===== src/rtl/sr_latch_writer.sv =====
// sr_latch_writer: writes a masked word into a gated SR latch bank with a timed E pulse, then verifies Q read-back.
module sr_latch_writer #(
    parameter int WIDTH   = 8,
    parameter int E_PULSE = 2
) (
    input  logic             clk,
    input  logic             rst,
    input  logic             req,
    input  logic [WIDTH-1:0] wdata,
    input  logic [WIDTH-1:0] wmask,
    input  logic [WIDTH-1:0] q_in,
    output logic             ready,
    output logic [WIDTH-1:0] S,
    output logic [WIDTH-1:0] R,
    output logic             E,
    output logic             done,
    output logic             err
);
    typedef enum logic [2:0] {IDLE, SETUP, PULSE, HOLD, CHECK} state_t;
    state_t state_q, state_d;
    logic [3:0] cnt_q, cnt_d;
    logic [WIDTH-1:0] d_q, d_d, m_q, m_d, s_q, s_d, r_q, r_d;
    logic ready_q, ready_d, e_q, e_d, done_q, done_d, err_q, err_d, drive;
    always_comb begin
        state_d = state_q;
        cnt_d   = cnt_q;
        d_d     = d_q;
        m_d     = m_q;
        err_d   = 1'b0;
        case (state_q)
            IDLE:  if (req) begin
                state_d = SETUP;
                d_d     = wdata;
                m_d     = wmask;
            end
            SETUP: begin
                state_d = PULSE;
                cnt_d   = 4'(E_PULSE - 1);
            end
            PULSE: begin
                state_d = (cnt_q == 4'd0) ? HOLD : PULSE;
                cnt_d   = cnt_q - 4'd1;
            end
            HOLD:  begin
                state_d = CHECK;
                err_d   = |((q_in ^ d_q) & m_q);
            end
            default: state_d = IDLE;
        endcase
        // outputs are registered, so they are decoded from the state being entered
        drive   = state_d inside {SETUP, PULSE, HOLD};
        ready_d = state_d == IDLE;
        e_d     = state_d == PULSE;
        done_d  = state_d == CHECK;
        s_d     = drive ? (d_d & m_d) : '0;
        r_d     = drive ? (~d_d & m_d) : '0;
    end
    always_ff @(posedge clk) begin
        if (rst) begin
            state_q <= IDLE;
            cnt_q   <= '0;
            d_q     <= '0;
            m_q     <= '0;
            s_q     <= '0;
            r_q     <= '0;
            ready_q <= 1'b1;
            e_q     <= 1'b0;
            done_q  <= 1'b0;
            err_q   <= 1'b0;
        end else begin
            state_q <= state_d;
            cnt_q   <= cnt_d;
            d_q     <= d_d;
            m_q     <= m_d;
            s_q     <= s_d;
            r_q     <= r_d;
            ready_q <= ready_d;
            e_q     <= e_d;
            done_q  <= done_d;
            err_q   <= err_d;
        end
    end
    assign ready = ready_q;
    assign S     = s_q;
    assign R     = r_q;
    assign E     = e_q;
    assign done  = done_q;
    assign err   = err_q;
endmodule


===== config.mk =====
export PLATFORM = sky130hd
export DESIGN_NAME = sr_latch_writer
export DESIGN_NICKNAME = d
export VERILOG_FILES = /design/src/rtl/sr_latch_writer.sv
export SDC_FILE = /design/constraint.sdc
export NUM_CORES = 1
export LEC_CHECK = 0
export CAP_MARGIN = 40
export CORE_MARGIN = 2
export CORE_UTILIZATION = 54
export CTS_BUF_LIST = sky130_fd_sc_hd__clkbuf_2 sky130_fd_sc_hd__clkbuf_4 sky130_fd_sc_hd__clkbuf_8
export CTS_CLUSTER_SIZE = 30
export DETAILED_ROUTE_END_ITERATION = 10
export PLACE_DENSITY = 0.94
export SLEW_MARGIN = 20
export SYNTH_ARGS = -nofsm -noshare
export SYNTH_HDL_FRONTEND = slang
export SYNTH_SLANG_ARGS = --single-unit

===== constraint.sdc =====
create_clock -name clk -period 3 [get_ports clk]
set_input_delay 0.6 -clock clk [delete_from_list [all_inputs] [get_ports clk]]
set_output_delay 0.6 -clock clk [all_outputs]
set_load 0.1 [all_outputs]

Yosys cells after proc, flatten, opt, wreduce, memory -nomap -nowiden

Index checks and enable logic that the tools add are counted.

Bits in registers: 43
Word-level logic and storage cells: 41
Output and inout port bits: 20
Input port bits: 27

Add/sub/neg operators: 1
Mux-type cells: 8
Reduce and logical (&&, ||, !) cells: 8
Bitwise gates (word level): 7
Equality and inequality tests: 7

Operator list:

| cell                                                               | count |
|---|---|
| 8-bit 2-to-1 mux                                                   | 4 |
| 8-bit bitwise AND                                                  | 3 |
| 3-bit by 2-bit == test with 1-bit output, second input constant    | 4 |
| 3-bit case mux with 4 select lines                                 | 1 |
| 8-bit inverter                                                     | 1 |
| 4-bit case mux with 2 select lines                                 | 1 |
| 8-bit OR reduction                                                 | 1 |
| 8-bit bitwise XOR                                                  | 1 |
| 3-bit by 1-bit == test with 1-bit output, second input constant    | 2 |
| 3-bit zero test                                                    | 2 |
| 4-bit zero test                                                    | 1 |
| 2-bit OR reduction                                                 | 2 |
| 4-bit by 1-bit subtractor with 4-bit output, second input constant | 1 |
| 3-bit == test, second input constant                               | 1 |
| 3-bit 2-to-1 mux                                                   | 1 |
| 3-bit nonzero test                                                 | 1 |
| 1-bit inverter                                                     | 2 |
| 2-bit nonzero test                                                 | 1 |
| 1-bit 2-to-1 mux                                                   | 1 |

Depth between registers and ports, before layout

Gate-level depths: netlist of run 1.

Word-level depth: 7
Gate-level depth with buffers: 6
Mapped depth without buffers: 6

Worst setup path before layout of run 1

No wires, ideal clock.

Path kind: reg2out
Start point: register e_q, in the netlist E
End point: output E
Arrival: 0.909 ns
Setup slack: 1.491 ns
Path buffers: 0
Required time: 2.400 ns
Cell stages (with the launch flop): 1
Cell sequence: dfxtp_1

RTL lines:

| element                  | RTL line | source |
|---|---|---|
| start: declaration       | 23       | `logic ready_q, ready_d, e_q, e_d, done_q, done_d, err_q, err_d, drive;` |
| start signal: assignment | 67       | `e_q <= 1'b0;` |
| start signal: assignment | 78       | `e_q <= e_d;` |
| end: declaration         | 15       | `output logic E,` |

No word-level cell between the ends.

Worst setup path after layout of run 1

Start point: input rst
End point: register s_q[3], in the netlist S[3]

Word-level cells in the longest chain between the ends: 1

Ends and longest elaborated chain:

| element                      | RTL line | source |
|---|---|---|
| start: declaration           | 7        | `input logic rst,` |
| 2-bit OR reduction (no line) | n/a      |  |
| end signal: assignment       | 64       | `s_q <= '0;` |
| end signal: assignment       | 75       | `s_q <= s_d;` |
| end: declaration             | 22       | `logic [WIDTH-1:0] d_q, d_d, m_q, m_d, s_q, s_d, r_q, r_d;` |

No other way between the ends.
A chain may end at the register's enable or synchronous reset.

==> reports/results.ini, run 1 <==
[clock_tree]
numClockSinks=43
clockBufferDepth=2
cts_root_buf=clkbuf_4
cts_resized=0
clk_latency_ns=0.35
cts_buffers=5
cts_hold_buf=0
cts_tree=yes
htreeDepth=2
clk_pin_slew_ns=0.12
post_cts.repair.setup_buffers=0

[timing]
min_period_ns=1.78
tightest_slew_ns=0.568
rsz0062_at_grt=no
post-route-period-util_pct=59.3
max_freq_mhz=562
finalMaxSlewViolations=0
final_hold_viol_count=0
fin_skew_ns=0.0107
finalSetupViolations=0
tns_ns=0
maxSlewHeadroom_pct=62.1

[placement]
dp_hpwl_mm=2.70
post_dp_cell_area_sq_mm=0.00225
io_buffers=46
dp_cells=293
gp_congestion=0.850

[setup_path]
startpoint=rst
crit_chain=clkdlybuf4s50_1 > nor2_1 > nand3_2 > a21oi_1
rr_startpoint=state_q[0]
r2r_end=S[3]
crit_path_end=S[3]
cp.arrival_ns=2.06
critPathLaunchType=primary input
cp_slowest_stage_delay_ns=0.63
crit_fanout=16
worstSetupEndpointType=flop
reg2reg_depth=5
cp_data_required_time_ns=3.28
path_class=in2reg
slowest_stage=clkdlybuf4s50_1
r2r_slack_ns=1.32

[power]
p_int_uw=961
p_per_area_mw_per_mm2=632
p_seq_share_pct=46.7
clockPowerShare_pct=24.4
comb_power_share_pct=28.9
p_switching_uw=508
sw_frac_of_total_pct=34.6
vdd_drop_max_v=0.000414
power.total_uw=1470
power.leakage_uw=0.000890

[yosys]
ys_ff_latch=43
syn_area_per_cell_sq_um=8.76
synthArstFlopShare_pct=0
netlist.area_leader.share_pct=46.6
syn-instance-count=211
syn-cell-area_sq_mm=0.00185
ys_types=35
synth_top_cell_by_area=dfxtp_1
synth_edf_count=0
yosys-top-cells-area=dfxtp_1 47%, a21oi_1 9.5%, nand2_1 7.3%
syn-num-nets=240
synth_ff_type=dfxtp_1
seq_area_frac_synth_pct=46.6
ys_warn_count=0

[floorplan]
die_h_um=62.5
die-area_sq_mm=0.00391
rows=21
die_w_um=62.5
ios=47
initial_utilization_pct=55.8
core_sq_mm=0.00331

[final_layout]
area_growth_syn_to_layout_pct=25.8
most-common-layout-cells=43 x dfxtp_1, 36 x nand2_1, 35 x a21oi_1
fin_area_sq_mm=0.00232
fin_nets=283
mostFrequentLayoutCell=dfxtp_1
antenna_cells=0
layout.cells.non_filler=300
fin_util_pct=70.2
layout-drive-gt1-share_pct=14.2

[flow_run]
max_cap_viol_count=0

[detailed_routing]
ant_nets=0
drc=0
initialDrtViolationCount=109
dr_total_vias=1617
vias_per_cell=5.39
drt_wl_total_mm=3.83
drt-pass1-iter-count=4
routedWlPerCell_um=12.8

[global_route]
grt_pass1_vias=1452
antenna_found_initial=0
grt_pass1_wl_mm=6.54
grt_max_degree=33
gr-total-overflow=0
grtUsageTotal_pct=20.9

[min_path]
hold_path_class=reg2reg

[status]
status=finished clean

==> worst min path at each step <==
stage / from / end / depth (start not counted) / slack [ns]
6_report: m_q[3] / m_q[3] / 2 / 0.49
5_1_grt: m_q[0] / m_q[0] / 2 / 0.53
4_1_cts: m_q[3] / m_q[3] / 2 / 0.49
3_5_place_dp: m_q[3] / m_q[3] / 2 / 0.48
3_3_place_gp: m_q[3] / m_q[3] / 2 / 0.47
2_1_floorplan: m_q[2] / m_q[2] / 2 / 0.46
==> flip-flops by register name, indices dropped and copies added (netlist names) <==
signal / cells
E: 1
R: 8
S: 8
cnt_q: 4
d_q: 8
done: 1
err: 1
m_q: 8
ready: 1
state_q: 3
==> cells by family after synthesis <==
family / Yosys count / synth area share, %
AOI/OAI and AO/OA: 48 / 14.6
xor gates and xnor gates: 9 / 4.27
adders and majority gates: 2 / 1.35
buffers and inverters: 18 / 6.02
DFF: 43 / 46.6
muxes: 1 / 0.609
and+or+nand+nor: 90 / 26.6
==> final cells by class <==
cell class / count / area, sq um
Inverter: 4 / 15.0
Sequential cell: 43 / 861
Multi-Input combinational cell: 150 / 876
Clock buffer: 6 / 45.0
Tap cell: 46 / 57.6
Fill cell: 261 / 986
Timing Repair Buffer: 50 / 440
Clock inverter: 1 / 30.0
==> per-stage QoR <==
step | hold WS (ns) | setup WS, ns
3_3_place_gp | 0.475 | 0.950
2_1_floorplan | 0.463 | 1.49
5_1_grt | 0.527 | 1.08
3_5_place_dp | 0.479 | 0.872
6_report | 0.494 | 1.22
4_1_cts | 0.495 | 1.25
==> worst max-delay path, delay by kind of cell <==
family	cells	cell delay, ns
buffers and inverters	1	0.63
AOI/OAI and AO/OA	1	0.24
and+or+nand+nor	2	0.58
==> cell usage after synthesis, types with 2 or more instances <==
master	number
buf_4	2
clkbuf_1	3
nand3b_1	17
xor2_1	8
buf_2	5
nor2_1	9
a21oi_1	35
nand3_1	16
ha_1	2
nand2_1	36
inv_1	4
a31oi_1	2
nand2b_1	2
buf_6	4
dfxtp_1	43
a22oi_1	4
==> power groups by stage <==
stage | clock, uW | sequential [uW] | combinational [uW]
detailed placement | 0 | 698 | 423
global placement | 0 | 695 | 414
floorplan | 0 | 789 | 236
CTS | 360 | 685 | 425
finish | 358 | 686 | 424
global route | 392 | 695 | 460
==> per-layer routing <==
| metal | part of all wire [%] | track usage [%] |
|---|---|---|
| met2 | 51 | 35.2 |
| met4 | 0.94 | 7.22 |
| met3 | 6.4 | 6.49 |
| met1 | 42 | 25.3 |
| met5 | 0 | 0 |
Note: power is estimated with default switching activity, not from simulation.
==> run 2, diff against run 1 <==
CORE_UTILIZATION = 45   (was 54)
PLACE_DENSITY = 0.84   (was 0.94)
clock period = 1.6 ns   (was 3 ns; I/O delays follow)
==> reports/results.ini, run 2 (same netlist as run 1, synthesis figures left out) <==
[placement]
post_dp_cell_area_sq_mm=0.00256  ; was 0.00225 sq mm
gp_congestion=0.849  ; was 0.850
dp_hpwl_mm=2.94  ; was 2.70 mm
io_buffers=46  ; unchanged

[clock_tree]
cts_hold_buf=0  ; unchanged
clk_pin_slew_ns=0.08  ; was 0.12 ns
post_cts.repair.setup_buffers=0  ; unchanged
cts_root_buf=clkbuf_8  ; was clkbuf_4
htreeDepth=2  ; unchanged
cts_tree=yes  ; unchanged
numClockSinks=43  ; unchanged
cts_resized=0  ; unchanged
clk_latency_ns=0.30  ; was 0.35 ns
cts_buffers=5  ; unchanged
clockBufferDepth=2  ; unchanged

[floorplan]
die_h_um=68.1  ; was 62.5 um
core_sq_mm=0.00397  ; was 0.00331 sq mm
die-area_sq_mm=0.00464  ; was 0.00391 sq mm
ios=47  ; unchanged
initial_utilization_pct=46.5  ; was 55.8%
rows=23  ; was 21
die_w_um=68.1  ; was 62.5 um

[min_path]
hold_path_class=reg2reg  ; unchanged

[final_layout]
mostFrequentLayoutCell=dfxtp_1  ; unchanged
seq_area_sq_um=861  ; unchanged
fin_area_sq_mm=0.00265  ; was 0.00232 sq mm
fillers=303  ; was 261
area_growth_syn_to_layout_pct=43.3  ; was 25.8%
fin_nets=287  ; was 283
most-common-layout-cells=43 x dfxtp_1, 36 x nand2_1, 35 x a21oi_1  ; unchanged
layout-drive-gt1-share_pct=15.8  ; was 14.2%
antenna_cells=0  ; unchanged
multi_input_area_sq_um=876  ; unchanged
fin_util_pct=66.7  ; was 70.2%

[setup_path]
cp.arrival_ns=1.68  ; was 2.06 ns
path_class=reg2reg  ; was in2reg
crit_fanout=32  ; was 16
cp_data_required_time_ns=1.83  ; was 3.28 ns
worstSetupEndpointType=flop  ; unchanged
critPathLaunchType=flop  ; was primary input

[detailed_routing]
drc=0  ; unchanged
wl_met1_mm=1.80  ; was 1.61 mm
routedWlPerCell_um=13.4  ; was 12.8 um
ant_nets=0  ; unchanged
drt_wl_total_mm=4.13  ; was 3.83 mm
dr_total_vias=1618  ; was 1617
top_layer=met4  ; unchanged
drt-pass1-iter-count=4  ; unchanged
vias_per_cell=5.24  ; was 5.39
routed-wl-met3_um=191  ; was 246 um
dr_wl_met2_mm=2.08  ; was 1.94 mm
initialDrtViolationCount=115  ; was 109

[global_route]
grt_pass1_wl_mm=6.43  ; was 6.54 mm
grt_pass1_vias=1410  ; was 1452
antenna_found_initial=0  ; unchanged
grt_max_degree=33  ; unchanged
gr-total-overflow=0  ; unchanged
grtUsageTotal_pct=18.9  ; was 20.9%

[power]
sw_frac_of_total_pct=35.0  ; was 34.6%
p_per_area_mw_per_mm2=1100  ; was 632 mW/mm^2
p_switching_uw=1020  ; was 508 uW
comb_power_share_pct=32.0  ; was 28.9%
power.leakage_uw=0.000982  ; was 0.000890 uW
p_seq_share_pct=44.3  ; was 46.7%
clockPowerShare_pct=23.6  ; was 24.4%
p_int_uw=1900  ; was 961 uW
vdd_drop_max_v=0.000530  ; was 0.000414 V

[timing]
finalSetupViolations=0  ; unchanged
fin_skew_ns=0.00731  ; was 0.0107 ns
tightest_slew_ns=0.453  ; was 0.568 ns
finalMaxSlewViolations=0  ; unchanged
rsz0062_at_grt=no  ; unchanged
tns_ns=0  ; unchanged
max_freq_mhz=688
min_period_ns=1.45
post-route-period-util_pct=90.9
maxSlewHeadroom_pct=69.7  ; was 62.1%
final_hold_viol_count=0  ; unchanged

[flow_run]
max_cap_viol_count=0  ; unchanged

[status]
status=finished clean  ; unchanged

-- run 2: area by class of cell --
cell class	count	area share, %
sequential	43	32.5
clock inverter	2	0.472
multi-input combinational	150	33.1
timing repair buffer	54	28.2
clock buffer	6	2.88
tap	50	2.36
inverter	4	0.567
-- run 2: power groups by stage --
stage                     Sequential, uW  Combinational, uW  Clock, uW
after floorplan                     1480                442          0
after global placement              1310                908          0
after detailed placement            1320                928          0
after CTS                           1290                934        697
after global routing                1310                998        745
final                               1290                934        690
-- run 2: worst paths after layout --
check	start	endpoint	depth (start not counted)	slack (ns)
setup reg to reg	state_q[1]	S[0]	5	0.15
hold reg to reg	m_q[1]	m_q[1]	2	0.50
setup / recovery	state_q[1]	S[0]	5	0.15
hold / removal	m_q[1]	m_q[1]	2	0.50
-- run 2: worst max-delay path, cell delays in order, from the launching register on --
cell and delay, ns:
dfxtp_1 0.58, nor2_1 0.14, nand3b_1 0.18, buf_12 0.20
nand3_1 0.10, a21oi_1 0.17
-- run 2: stage by stage --
| stage | worst slack [ns] | total power, uW | hold slack (ns) | cells |
|---|---|---|---|---|
| floorplan | 0.371 | 1920 | 0.456 | 211 |
| global placement | -0.0182 | 2220 | 0.479 | 301 |
| detailed placement | -0.0363 | 2250 | 0.486 | 301 |
| CTS | 0.160 | 2920 | 0.497 | 309 |
| global route | 0.0828 | 3050 | 0.511 | 309 |
| finish | 0.146 | 2920 | 0.495 | 309 |
-- run 2: routing by layer --
| layer | vias to the layer above | global-route usage [%] |
|---|---|---|
| met5 | - | 0 |
| met4 | 0 | 6.00 |
| met3 | 5 | 5.43 |
| met2 | 42 | 32.2 |
| met1 | 750 | 22.9 |
| li1 | 821 | - |
